**config.mk**
```make
export PLATFORM = sky130hd
export DESIGN_NAME = mod_counter_flat
export DESIGN_NICKNAME = d
export VERILOG_FILES = /design/src/rtl/mod_counter_if.sv /design/src/rtl/mod_counter.sv /design/src/flat_wrapper.sv
export SDC_FILE = /design/constraint.sdc
export NUM_CORES = 1
export LEC_CHECK = 0
export ABC_AREA = 0
export BUFFER_PORTS_ARGS = -buffer_cell sky130_fd_sc_hd__buf_2
export CAP_MARGIN = 20
export CORE_AREA = 2 2 39 41
export CTS_BUF_LIST = sky130_fd_sc_hd__clkbuf_2 sky130_fd_sc_hd__clkbuf_4 sky130_fd_sc_hd__clkbuf_8
export DETAILED_ROUTE_END_ITERATION = 12
export DIE_AREA = 0 0 41 43
export PLACE_DENSITY = 0.58
export SETUP_SLACK_MARGIN = 0.15
export SLEW_MARGIN = 5
export SYNTH_ARGS = -nofsm -noshare
export SYNTH_HDL_FRONTEND = slang
export SYNTH_SLANG_ARGS = --single-unit
export TNS_END_PERCENT = 5
```
**constraint.sdc**
```tcl
create_clock -name clk -period 2.1 [get_ports clk]
set_input_delay 0.525 -clock clk [delete_from_list [all_inputs] [get_ports clk]]
set_output_delay 0.525 -clock clk [all_outputs]
set_load 0.01 [all_outputs]
```
**src/rtl/mod_counter_if.sv**
```systemverilog
// Control and status bundle for mod_counter: the master drives controls, the slave
// returns the count and flags.
interface mod_counter_if #(
  parameter int unsigned WIDTH = 4
);
  logic             en;
  logic             up_dn;
  logic             clr;
  logic             load;
  logic [WIDTH-1:0] load_val;
  logic             sat_mode;
  logic [WIDTH-1:0] counter_out;
  logic             tc;
  logic             wrap_o;
  logic             ovf_sticky;

  modport master (
    output en, up_dn, clr, load, load_val, sat_mode,
    input  counter_out, tc, wrap_o, ovf_sticky
  );

  modport slave (
    input  en, up_dn, clr, load, load_val, sat_mode,
    output counter_out, tc, wrap_o, ovf_sticky
  );
endinterface

```
**src/rtl/mod_counter.sv**
```systemverilog
// Prescaled up/down modulo counter with wrap or saturate at the 0/MAX_VAL boundaries,
// one-cycle wrap pulse and sticky boundary flag.
module mod_counter #(
  parameter int unsigned WIDTH    = 4,
  parameter int unsigned MAX_VAL  = (2 ** WIDTH) - 1,
  parameter int unsigned PRESCALE = 1
) (
  input logic         clk,
  input logic         rst_n,
  mod_counter_if.slave bus
);

  localparam int unsigned     PW     = (PRESCALE > 1) ? $clog2(PRESCALE) : 1;
  localparam logic [WIDTH-1:0] MaxVal = WIDTH'(MAX_VAL);
  localparam logic [PW-1:0]    PLast  = PW'(PRESCALE - 1);

  logic [WIDTH-1:0] cnt_q, cnt_d;
  logic [PW-1:0]    pcnt_q, pcnt_d;
  logic             wrap_q, wrap_d;
  logic             ovf_q, ovf_d;
  logic             step;
  logic             at_bound;

  // at_bound doubles as tc: it is the boundary in the currently selected direction
  assign at_bound = bus.up_dn ? (cnt_q == MaxVal) : (cnt_q == '0);
  assign step     = bus.en && (pcnt_q == PLast);

  always_comb begin
    cnt_d  = cnt_q;
    pcnt_d = pcnt_q;
    wrap_d = 1'b0;
    ovf_d  = ovf_q;
    if (bus.clr) begin
      cnt_d  = '0;
      pcnt_d = '0;
      ovf_d  = 1'b0;
    end else if (bus.load) begin
      cnt_d  = (bus.load_val > MaxVal) ? MaxVal : bus.load_val;
      pcnt_d = '0;
    end else if (bus.en) begin
      pcnt_d = step ? '0 : pcnt_q + 1'b1;
      if (step) begin
        if (at_bound) begin
          ovf_d = 1'b1;
          if (!bus.sat_mode) begin
            cnt_d  = bus.up_dn ? '0 : MaxVal;
            wrap_d = 1'b1;
          end
        end else begin
          cnt_d = bus.up_dn ? cnt_q + 1'b1 : cnt_q - 1'b1;
        end
      end
    end
  end

  always_ff @(posedge clk) begin
    if (!rst_n) begin
      cnt_q  <= '0;
      pcnt_q <= '0;
      wrap_q <= 1'b0;
      ovf_q  <= 1'b0;
    end else begin
      cnt_q  <= cnt_d;
      pcnt_q <= pcnt_d;
      wrap_q <= wrap_d;
      ovf_q  <= ovf_d;
    end
  end

  assign bus.counter_out = cnt_q;
  assign bus.tc          = at_bound;
  assign bus.wrap_o      = wrap_q;
  assign bus.ovf_sticky  = ovf_q;

endmodule

```
**src/flat_wrapper.sv**
```systemverilog
// flat-port wrapper written by rule: the top's interface ports become plain ports
module mod_counter_flat 
#(
  parameter int unsigned WIDTH    = 4,
  parameter int unsigned MAX_VAL  = (2 ** WIDTH) - 1,
  parameter int unsigned PRESCALE = 1
)
  (clk, rst_n, bus_en, bus_up_dn, bus_clr, bus_load, bus_load_val, bus_sat_mode, bus_counter_out, bus_tc, bus_wrap_o, bus_ovf_sticky);
  mod_counter_if #(.WIDTH(WIDTH)) bus_i ();
  input logic clk;
  input logic rst_n;
  input wire logic [$bits(bus_i.en)-1:0] bus_en;
  input wire logic [$bits(bus_i.up_dn)-1:0] bus_up_dn;
  input wire logic [$bits(bus_i.clr)-1:0] bus_clr;
  input wire logic [$bits(bus_i.load)-1:0] bus_load;
  input wire logic [$bits(bus_i.load_val)-1:0] bus_load_val;
  input wire logic [$bits(bus_i.sat_mode)-1:0] bus_sat_mode;
  output wire logic [$bits(bus_i.counter_out)-1:0] bus_counter_out;
  output wire logic [$bits(bus_i.tc)-1:0] bus_tc;
  output wire logic [$bits(bus_i.wrap_o)-1:0] bus_wrap_o;
  output wire logic [$bits(bus_i.ovf_sticky)-1:0] bus_ovf_sticky;
  assign bus_i.en = bus_en;
  assign bus_i.up_dn = bus_up_dn;
  assign bus_i.clr = bus_clr;
  assign bus_i.load = bus_load;
  assign bus_i.load_val = bus_load_val;
  assign bus_i.sat_mode = bus_sat_mode;
  assign bus_counter_out = bus_i.counter_out;
  assign bus_tc = bus_i.tc;
  assign bus_wrap_o = bus_i.wrap_o;
  assign bus_ovf_sticky = bus_i.ovf_sticky;
  mod_counter #(.WIDTH(WIDTH), .MAX_VAL(MAX_VAL), .PRESCALE(PRESCALE)) u_core (.clk(clk), .rst_n(rst_n), .bus(bus_i));
endmodule
```
# Yosys cells after proc, flatten, opt, wreduce, memory -nomap -nowiden
# Cells that the tools add are included.
[totals]
ff_bits = 7
in_bits = 11
output_inout_bits = 7
wordCells = 36
[op_classes]
n_addsub = 3
order_cmp = 1
n_eq_ne = 2
n_mux = 11
bitwise = 6
n_reduce_logical = 9
[ops]
columns = ["operator", "count"]
rows = [
  ["2-to-1 mux 4 bit", 8],
  ["NOT 1 bit", 6],
  ["OR reduction 6 bit", 1],
  ["adder 4 x 1 -> 4 bit, second input constant", 1],
  ["equality test 4 bit, second input constant", 1],
  ["> comparator 4 bit, second input constant", 1],
  ["zero test 4 bit", 1],
  ["AND reduction 4 bit", 1],
  ["nonzero test 2 bit", 2],
  ["subtractor 4 x 1 -> 4 bit, second input constant", 1],
  ["2-to-1 mux 1 bit", 3],
  ["inequality test 3 bit, second input constant", 1],
  ["AND reduction 3 bit", 1],
  ["OR reduction 3 bit", 1],
  ["OR reduction 2 bit", 1],
  ["adder 1 bit, second input constant", 1],
  ["logical AND 1 bit", 1],
]

# Longest topological paths before layout
# Gate-level depths: netlist (run 1).
[logic_depth]
ltp_word = 6
depth_mapped = 6
ltp_nobuf = 6

# Worst setup path after synthesis (run 1)
# OpenSTA, ideal clock, no wires.
[synth_path]
path_type = "flip-flop to output port"
from = "register u_core.cnt_q[3] (netlist: u_core.bus.counter_out[3])"
to = "output port bus_tc"
t_arrival_ps = 1169
required_time_ps = 1575
slack_ps = 406
path_stages_with_launch = 4
path_buffers = 0
path_cell_list = "dfxtp_1 or4_4 nand2b_4 nand2_1"
[synth_via]
elab_chain_cells = 2
word_cells_on_any_way = 3
[synth_lines]
columns = ["item", "line", "text"]
rows = [
  ["from (decl)", "mod_counter.sv:17", "logic [WIDTH-1:0] cnt_q, cnt_d;"],
  ["from (signal assigned)", "mod_counter.sv:63", "cnt_q <= cnt_d;"],
  ["equality test 4 bit or zero test 4 bit (tied branches)", "mod_counter.sv:25", "assign at_bound = bus.up_dn ? (cnt_q == MaxVal) : (cnt_q == '0);"],
  ["2-to-1 mux 1 bit (*)", "mod_counter.sv:25", ""],
  ["to (decl)", "flat_wrapper.sv:19", "output wire logic [$bits(bus_i.tc)-1:0] bus_tc;"],
]
# Every way passes the cells marked *; elsewhere a longest branch is shown, timed or not.

# Final worst setup path (run 1)
# Ends and elaborated chain as after synthesis.

==> results of run 1 <==
==> area by class of cell <==
| type | instances | area share (%) |
|---|---|---|
| Sequential cell | 7 | 22.6 |
| Clock buffer | 4 | 4.55 |
| Tap cell | 16 | 3.04 |
| Inverter | 4 | 2.28 |
| Timing Repair Buffer | 21 | 18.4 |
| Multi-Input combinational cell | 45 | 49.1 |
==> worst max path at each step <==
stage / start / to / slack [ps]
after floorplan: u_core.bus.counter_out[3]$_SDFFE_PP0P_ / bus_tc / 410
after global placement: bus_up_dn / u_core.bus.counter_out[3]$_SDFFE_PP0P_ / 230
after detailed placement: bus_up_dn / u_core.bus.counter_out[3]$_SDFFE_PP0P_ / 190
after CTS: u_core.bus.counter_out[2]$_SDFFE_PP0P_ / bus_tc / 120
after global routing: u_core.bus.counter_out[3]$_SDFFE_PP0P_ / bus_tc / 100
final: u_core.bus.counter_out[3]$_SDFFE_PP0P_ / bus_tc / 130
==> flip-flops by register name, summed over array words and instances, names as in the netlist <==
| signal | cells |
|---|---|
| u_core.bus.counter_out | 4 |
| u_core.bus.wrap_o | 1 |
| u_core.pcnt_q | 1 |
| u_core.bus.ovf_sticky | 1 |
==> metal layers <==
layer | wire length (um) | vias to the layer above | GRT usage (%)
met3 | 50 | 2 | 3.66
met5 | 0 | - | 0
met2 | 518 | 10 | 23.1
met4 | 12 | 0 | 8.00
li1 | - | 256 | -
met1 | 552 | 215 | 18.9
==> cell usage in the layout (no fill, tap or decap), drive strengths merged, types with 3 or more instances in the layout <==
| cell type | netlist | final |
|---|---|---|
| clkbuf | 0 | 4 |
| nand2 | 4 | 4 |
| o21ai | 4 | 4 |
| nand3 | 3 | 3 |
| dfxtp | 7 | 7 |
| inv | 4 | 4 |
| buf | 0 | 21 |
| nand2b | 3 | 3 |
==> cell families after synthesis <==
group                    synth area share (%)
AO/OA/AOI/OAI                            27.6
XOR/XNOR                                 3.68
buffers and inverters                    3.15
adder cells (fa/ha/maj)                  9.45
AND/OR/NAND/NOR                          26.8
flip-flops                               29.4
==> what timing repair did <==
action | 4_1_cts | 5_1_grt
endpoints found under the setup margin | 1 | 1
resized for setup | 4 | 3
buffers inserted | 3 | 1
pin swaps | 1 | 1
==> worst reg2reg max path: cells and delay by family, from the launching register on <==
family	cells	cell delay, ps
simple gates	3	1020
flops	1	350
buf+inv	1	160
compound gates	1	90
==> per-stage QoR <==
step	hold WS [ps]	utilization, %
finish	444	47.6
global route	443	47.6
CTS	441	46.3
detailed placement	451	42.0
global placement	453	42.0
floorplan	460	-
==> power breakdown <==
part | total (mW) | leakage (nW) | internal, mW | switching (mW)
combinational | 0.104 | 0.227 | 0.0538 | 0.0497
sequential | 0.145 | 0.0588 | 0.138 | 0.00684
clock | 0.138 | 0.0184 | 0.0856 | 0.0526
total | 0.386 | 0.304 | 0.277 | 0.109
==> impl_metrics.yaml, run 1 <==
worst_setup_path:
  path_cells: "or4_4 -> nand2b_4 -> nand2_2 -> buf_6"
  rr_endpoint: "u_core.bus.counter_out[0]$_SDFFE_PP0P_"
  critical_path_class: "reg -> out"
  rr_worst_depth: 5
  startpoint_type: "register"
  critical_path_arrival_ps: 1440
  cp-end-kind: "output pin"
  required_ps: 1570
  crit_family: "simple AND/OR/NAND/NOR gates"
  slowest_stage: "or4_4"
  critPathBufInv: 1
  worstReg2RegStart: "u_core.bus.counter_out[3]$_SDFFE_PP0P_"
  ff2ff_setup_slack_ps: 340
  crit_cells: 4
  cp_max_fo: 5
  critPathMaxStageDelay_ps: 530
synthesis:
  syn-num-nets: 70
  synth-edff-count: 0
  synth-async-reset-ratio_pct: 0
  ys.flop_type: "dfxtp_1"
  synth.largest_area_cell: "dfxtp_1"
  yosysMostFrequentCell: "dfxtp_1"
  ys_ff_latch: 7
  yosysSeqAreaShare_pct: 29.4
  synth_area_sq_um: 477
  syn_inst: 56
  synth.top_cell.area_share_pct: 29.4
  yosysUniqueCellTypes: 27
  synth_area_leaders: "dfxtp_1, ha_1, fa_1"
  yosys-top-cells-count: "dfxtp_1, inv_1, nand2_1, o21ai_0, nand3_1"
  avgSynthCellArea_sq_um: 8.51
  yosys_warnings: 0
place:
  routabilityCongestion: 0.709
  placed_area_sq_um: 582
  placed_cells_incl_taps: 89
  io_buffers: 17
  pre_cts_ws_ps: 186
  hpwl_um: 883
pwr:
  power.total_uw: 386
  p_per_area_nw_per_um2: 586
  ir_drop_mv: 0.251
  power.leakage_nw: 0.304
worst_hold_path:
  min_from: "bus_en"
  min_to: "u_core.pcnt_q$_SDFFE_PP0P_"
  hp-class: "in -> reg"
  min_path_cells: 2
global_route:
  grtUsageTotal_pct: 15.2
  gr-total-overflow: 0
  grt_pass1_vias: 450
  antenna_found_initial: 0
  grt_max_degree: 8
  grt_pass1_wl_um: 1840
final_layout:
  layout.nets: 96
  drive_gt1_share_pct: 40.7
  instances_no_fill: 97
  antenna_cells: 0
  multi_input_area_sq_um: 324
  n_fill_cell: 144
  syn_to_final_growth_pct: 38.3
  seq_area_sq_um: 149
  stdcell_area_sq_um: 659
clock_network:
  cts_buffers: 3
  cts_root_buffer: "clkbuf_4"
  clock_latency_ps: 250
  cts_tree: "built"
  ctsHoldBuffers: 0
  h-tree-depth: 1
  clk_pin_slew_worst_paths_ps: 60
  clk_path_buf_depth: 2
  cts_num_sinks: 7
timing:
  rsz0062_at_grt: "true"
  period_minus_slack_ps: 1970
  drv_slew: 0
  worst_slack_ps: 131
  maxSlewHeadroom_pct: 69.2
  fmax_mhz: 508
  clock-skew-final_ps: 4.36
  tightestPinTransition_ps: 461
  min_period_over_period_pct: 93.7
  final-setup-viol-count: 0
  tns_ps: 0
  hold_violations: 0
floorplanning:
  num_rows: 14
  fp.dieW_um: 41
  die_h_um: 43
  num_io_pins: 18
  core_sq_um: 1380
  die-area_sq_um: 1760
  initial_core_util_pct: 34.4
run:
  drv_cap: 0
detailed_routing:
  drt_wl_total_um: 1130
  firstDrtPassIters: 4
  drc: 0
  wl_per_cell_um: 11.7
  viasPerCell: 4.98
  vias: 483
  drt_iter0_drc: 14
  ant_nets: 0
status:
  status: "completed"
(Power assumes the default switching activity.)
==> run 2: changes to the inputs <==
Settings changed: CELL_PAD_IN_SITES_DETAIL_PLACEMENT from default to 1, CELL_PAD_IN_SITES_GLOBAL_PLACEMENT from default to 2, CORE_AREA 2 2 39 41 to default, CORE_MARGIN from default to 2, CORE_UTILIZATION from default to 27, DIE_AREA 0 0 41 43 to default, PLACE_DENSITY 0.58 to 0.75.
==> run 2 against run 1 <==
Wire length is 30% higher. Sequential power hardly changed. Sequential share of layout area is 0.83 points lower. Clock power is 9% higher. Clock skew is 4.1 ps lower. Hold slack worse by 23 ps. Maximum frequency hardly changed. Cell area is 2.1% higher.
==> impl_metrics.yaml, run 2 (same netlist as run 1, synthesis figures left out) <==
timing:
  drv_slew: 0
  tns_ps: 0
  hold_violations: 0
  maxSlewHeadroom_pct: 67.8
  clock-skew-final_ps: 0.276
  period_minus_slack_ps: 1970
  fmax_mhz: 508
  rsz0062_at_grt: "true"
  final-setup-viol-count: 0
  tightestPinTransition_ps: 482
  min_period_over_period_pct: 93.7
global_route:
  grtUsageTotal_pct: 17.2
  gr-total-overflow: 0
  grt_max_degree: 8
  grt_pass1_wl_um: 2450
  grt_pass1_vias: 540
  antenna_found_initial: 0
detailed_routing:
  drt_wl_total_um: 1470
  drt_iter0_drc: 3
  wl_met2_um: 686
  wl_per_cell_um: 14.7
  drc: 0
  wl_met3_um: 75
  ant_nets: 0
  vias: 531
  firstDrtPassIters: 4
  drt-met1-wl_um: 672
  top_layer: "met4"
  viasPerCell: 5.31
worst_hold_path:
  min_path_cells: 2
  min_from: "bus_en"
  hp-class: "in -> reg"
  min_to: "u_core.pcnt_q$_SDFFE_PP0P_"
final_layout:
  largest_register_ff_count: 4
  syn_to_final_growth_pct: 41.2
  final_common_cell: "buf_2"
  antenna_cells: 0
  drive_gt1_share_pct: 42.2
  stdcell_area_sq_um: 673
  mostFrequentLayoutCells: "buf_2, buf_4"
  layout.nets: 98
worst_setup_path:
  critPathMaxStageDelay_ps: 510
  cp_max_fo: 3
  critical_path_class: "reg -> out"
  critPathBufInv: 1
  rr_endpoint: "u_core.bus.counter_out[3]$_SDFFE_PP0P_"
  startpoint_type: "register"
  critical_path_arrival_ps: 1440
  cp-end-kind: "output pin"
  crit_family: "simple AND/OR/NAND/NOR gates"
  slowest_stage: "or4_4"
  path_cells: "or4_4 -> nand2b_4 -> nand2_2 -> buf_6"
  worstReg2RegStart: "u_core.bus.counter_out[2]$_SDFFE_PP0P_"
  ff2ff_setup_slack_ps: 370
  rr_worst_depth: 5
  required_ps: 1570
status:
  status: "completed"
place:
  placed_area_sq_um: 591
  io_buffers: 17
  routabilityCongestion: 0.749
floorplanning:
  core_sq_um: 1690
  num_io_pins: 18
  initial_core_util_pct: 28.2
  num_rows: 15
  die-area_sq_um: 2120
  die_h_um: 46.0
  fp.dieW_um: 46.0
pwr:
  ir_drop_mv: 0.268
  power.leakage_nw: 0.313
  p_per_area_nw_per_um2: 604
clock_network:
  cts_num_sinks: 7
  cts_buffers: 3
  h-tree-depth: 1
  clk_pin_slew_worst_paths_ps: 60
  clk_path_buf_depth: 2
  cts_root_buffer: "clkbuf_4"
  clock_latency_ps: 270
  cts_tree: "built"
run:
  drv_cap: 0
==> run 2: cell types whose count changed in the layout (fill, tap and decap cells not counted) <==
cell / before / now
buf_4: 4 / 6
dfxtp_2: 1 / 2
dfxtp_4: 2 / 1
==> run 2: worst reg2reg max path: stages (launching register included) <==
cell      delay, ps
dfxtp_4         350
or4_4           510
buf_4           160
nor3_1          260
or2_2           220
a221oi_1        100
==> run 2: power breakdown <==
| part | switching, mW | internal (mW) |
|---|---|---|
| combinational | 0.0538 | 0.0579 |
| clock | 0.0636 | 0.0863 |
| sequential | 0.00643 | 0.138 |
==> run 2: how the worst max path moves through the flow <==
stage / from / endpoint / slack [ps] / cells after the start
after floorplan: u_core.bus.counter_out[3]$_SDFFE_PP0P_ / bus_tc / 410 / 3
after global placement: bus_up_dn / u_core.bus.counter_out[3]$_SDFFE_PP0P_ / 250 / 7
after detailed placement: bus_up_dn / u_core.bus.counter_out[3]$_SDFFE_PP0P_ / 170 / 7
after CTS: u_core.bus.counter_out[2]$_SDFFE_PP0P_ / bus_tc / 120 / 4
after global routing: u_core.bus.counter_out[0]$_SDFFE_PP0P_ / bus_tc / 80 / 4
final: u_core.bus.counter_out[2]$_SDFFE_PP0P_ / bus_tc / 130 / 4
==> run 2: metal layers <==
metal / vias up / global-route usage, %
met5: - / 0
met4: 0 / 10.3
met3: 5 / 5.95
met2: 15 / 26.7
met1: 251 / 20.2
li1: 260 / -
==> run 2: through the flow <==
stage | total power, mW | util [%] | hold WS [ps] | worst slack (ps) | cells
3_5_place_dp | 0.241 | 35.0 | 460 | 173 | 91
6_report | 0.406 | 39.9 | 421 | 132 | 100
3_3_place_gp | 0.240 | 35.0 | 449 | 252 | 91
4_1_cts | 0.402 | 38.9 | 418 | 119 | 99
5_1_grt | 0.435 | 39.9 | 418 | 82.4 | 100
2_1_floorplan | 0.205 | - | 460 | 406 | 56
==> run 2: area by class of cell <==
class,count,area [sq um]
sequential,7,146
multi-input combinational,45,324
fill,221,1020
inverter,4,15.0
timing repair buffer,23,136
tap,17,21.3
clock buffer,4,30.0
==> run 2: timing repair <==
| item | CTS | global route |
|---|---|---|
| hold buffers | 0 | 0 |
| setup endpoints to repair | 1 | 1 |
| gates resized for setup | 4 | 2 |
| pin swaps | 1 | 0 |
| setup buffers | 4 | 1 |
==> run 3: changes to the inputs <==
Settings changed: CORE_MARGIN 2 to default, SETUP_SLACK_MARGIN 0.15 to 0.5.
==> run 3 against run 2 <==
Register-to-register slack worse by 30 ps. Clock power down 5%. Count of clock-buffer cells in the layout unchanged. Hold slack better by 8.3 ps. Critical endpoint unchanged. Critical path depth unchanged. Total power down 1.4%.
==> impl_metrics.yaml, run 3 (same netlist as run 1, synthesis figures left out) <==
final_layout:
  layout.nets: 97
  mostFrequentLayoutCells: "buf_2, buf_4, o21ai_0, clkbuf_4"
  largest_register_ff_count: 4
  antenna_cells: 0
  drive_gt1_share_pct: 45.1
  stdcell_area_sq_um: 681
  syn_to_final_growth_pct: 42.8
  final_common_cell: "buf_2"
place:
  routabilityCongestion: 0.808
  hpwl_um: 1070
  placed_area_sq_um: 601
  io_buffers: 17
clock_network:
  clock_latency_ps: 260
  cts_buffers: 3
  cts_num_sinks: 7
  h-tree-depth: 1
  cts_tree: "built"
  cts_root_buffer: "clkbuf_4"
  clk_path_buf_depth: 2
  clk_pin_slew_worst_paths_ps: 60
global_route:
  grt_pass1_vias: 513
  grtUsageTotal_pct: 16.8
  antenna_found_initial: 0
  grt_max_degree: 8
  grt_pass1_wl_um: 2350
  gr-total-overflow: 0
worst_setup_path:
  startpoint_type: "register"
  rr_endpoint: "u_core.bus.wrap_o$_SDFF_PP0_"
  critPathMaxStageDelay_ps: 510
  critPathBufInv: 1
  cp_max_fo: 3
  critical_path_arrival_ps: 1440
  rr_worst_depth: 6
  ff2ff_setup_slack_ps: 340
  crit_family: "simple AND/OR/NAND/NOR gates"
  required_ps: 1570
  critical_path_class: "reg -> out"
  cp-end-kind: "output pin"
  path_cells: "or4_4 -> nand2b_4 -> nand2_4 -> buf_6"
  worstReg2RegStart: "u_core.bus.counter_out[2]$_SDFFE_PP0P_"
  slowest_stage: "or4_4"
detailed_routing:
  drt_iter0_drc: 7
  viasPerCell: 5.43
  wl_per_cell_um: 14.0
  drc: 0
  ant_nets: 0
  drt_wl_total_um: 1370
  firstDrtPassIters: 6
  vias: 532
timing:
  period_minus_slack_ps: 1970
  fmax_mhz: 508
  drv_slew: 0
  maxSlewHeadroom_pct: 69.3
  min_period_over_period_pct: 93.6
  tns_ps: 0
  final-setup-viol-count: 0
  hold_violations: 0
  clock-skew-final_ps: 8.17
  tightestPinTransition_ps: 459
  rsz0062_at_grt: "true"
floorplanning:
  die-area_sq_um: 1940
  core_sq_um: 1580
  fp.dieW_um: 44.0
  num_io_pins: 18
  num_rows: 14
  initial_core_util_pct: 30.2
  die_h_um: 44.0
pwr:
  p_per_area_nw_per_um2: 589
  power.leakage_nw: 0.305
  ir_drop_mv: 0.257
worst_hold_path:
  min_to: "u_core.pcnt_q$_SDFFE_PP0P_"
  min_path_cells: 2
  hp-class: "in -> reg"
  min_from: "bus_en"
run:
  drv_cap: 0
status:
  status: "completed"
-- run 3: timing repair --
item | in CTS | in global routing
setup buffers | 4 | 1
hold buffers | 0 | 0
setup endpoints to repair | 6 | 6
pin swaps | 1 | 0
gates resized for setup | 3 | 1
-- run 3: worst max-delay path by stage --
stage,start,endpoint,slack (ps),cells after the start
floorplan,u_core.bus.counter_out[2]$_SDFFE_PP0P_,bus_tc,460,3
global placement,bus_up_dn,bus_tc,200,5
detailed placement,bus_up_dn,u_core.bus.counter_out[3]$_SDFFE_PP0P_,130,7
CTS,u_core.bus.counter_out[2]$_SDFFE_PP0P_,bus_tc,130,4
global route,u_core.bus.counter_out[3]$_SDFFE_PP0P_,bus_tc,100,4
finish,u_core.bus.counter_out[2]$_SDFFE_PP0P_,bus_tc,130,4
-- run 3: power breakdown --
group          internal [mW]  switching [mW]  total [mW]
clock network         0.0859          0.0572       0.143
registers              0.138         0.00699       0.145
logic                 0.0580          0.0547       0.113
total                  0.282           0.119       0.401
-- run 3: cell type report --
| type | instances | area, sq um |
|---|---|---|
| multi-input cells | 45 | 333 |
| well taps | 16 | 20.0 |
| clock buffers | 4 | 30.0 |
| fillers | 204 | 896 |
| flip-flops and latches | 7 | 150 |
| inverters | 4 | 18.8 |
| repair buffers | 22 | 129 |
-- run 3: through the flow --
| stage | hold WS, ps | util, % | setup WS (ps) | cells | power [mW] |
|---|---|---|---|---|---|
| 2_1_floorplan | 460 | - | 463 | 56 | 0.210 |
| 3_3_place_gp | 451 | 38.1 | 201 | 89 | 0.243 |
| 3_5_place_dp | 460 | 38.1 | 132 | 89 | 0.245 |
| 4_1_cts | 427 | 42.6 | 133 | 97 | 0.404 |
| 5_1_grt | 434 | 43.2 | 98.3 | 98 | 0.430 |
| 6_report | 429 | 43.2 | 133 | 98 | 0.401 |
-- run 3: worst register-to-register path, cell delays in order, from the launching register on --
cell and delay, ps:
dfxtp_4 350, or4_4 520, nand2b_4 170, buf_4 130, buf_4 130, a21oi_1 160, nor3b_1 210
-- run 3: metal layers --
layer / vias to the layer above / wire length, um / GRT usage (%)
li1: 260 / - / -
met5: - / 0 / 0
met1: 253 / 595 / 20.6
met3: 3 / 78 / 5.31
met2: 16 / 683 / 27.9
met4: 0 / 14 / 5.45
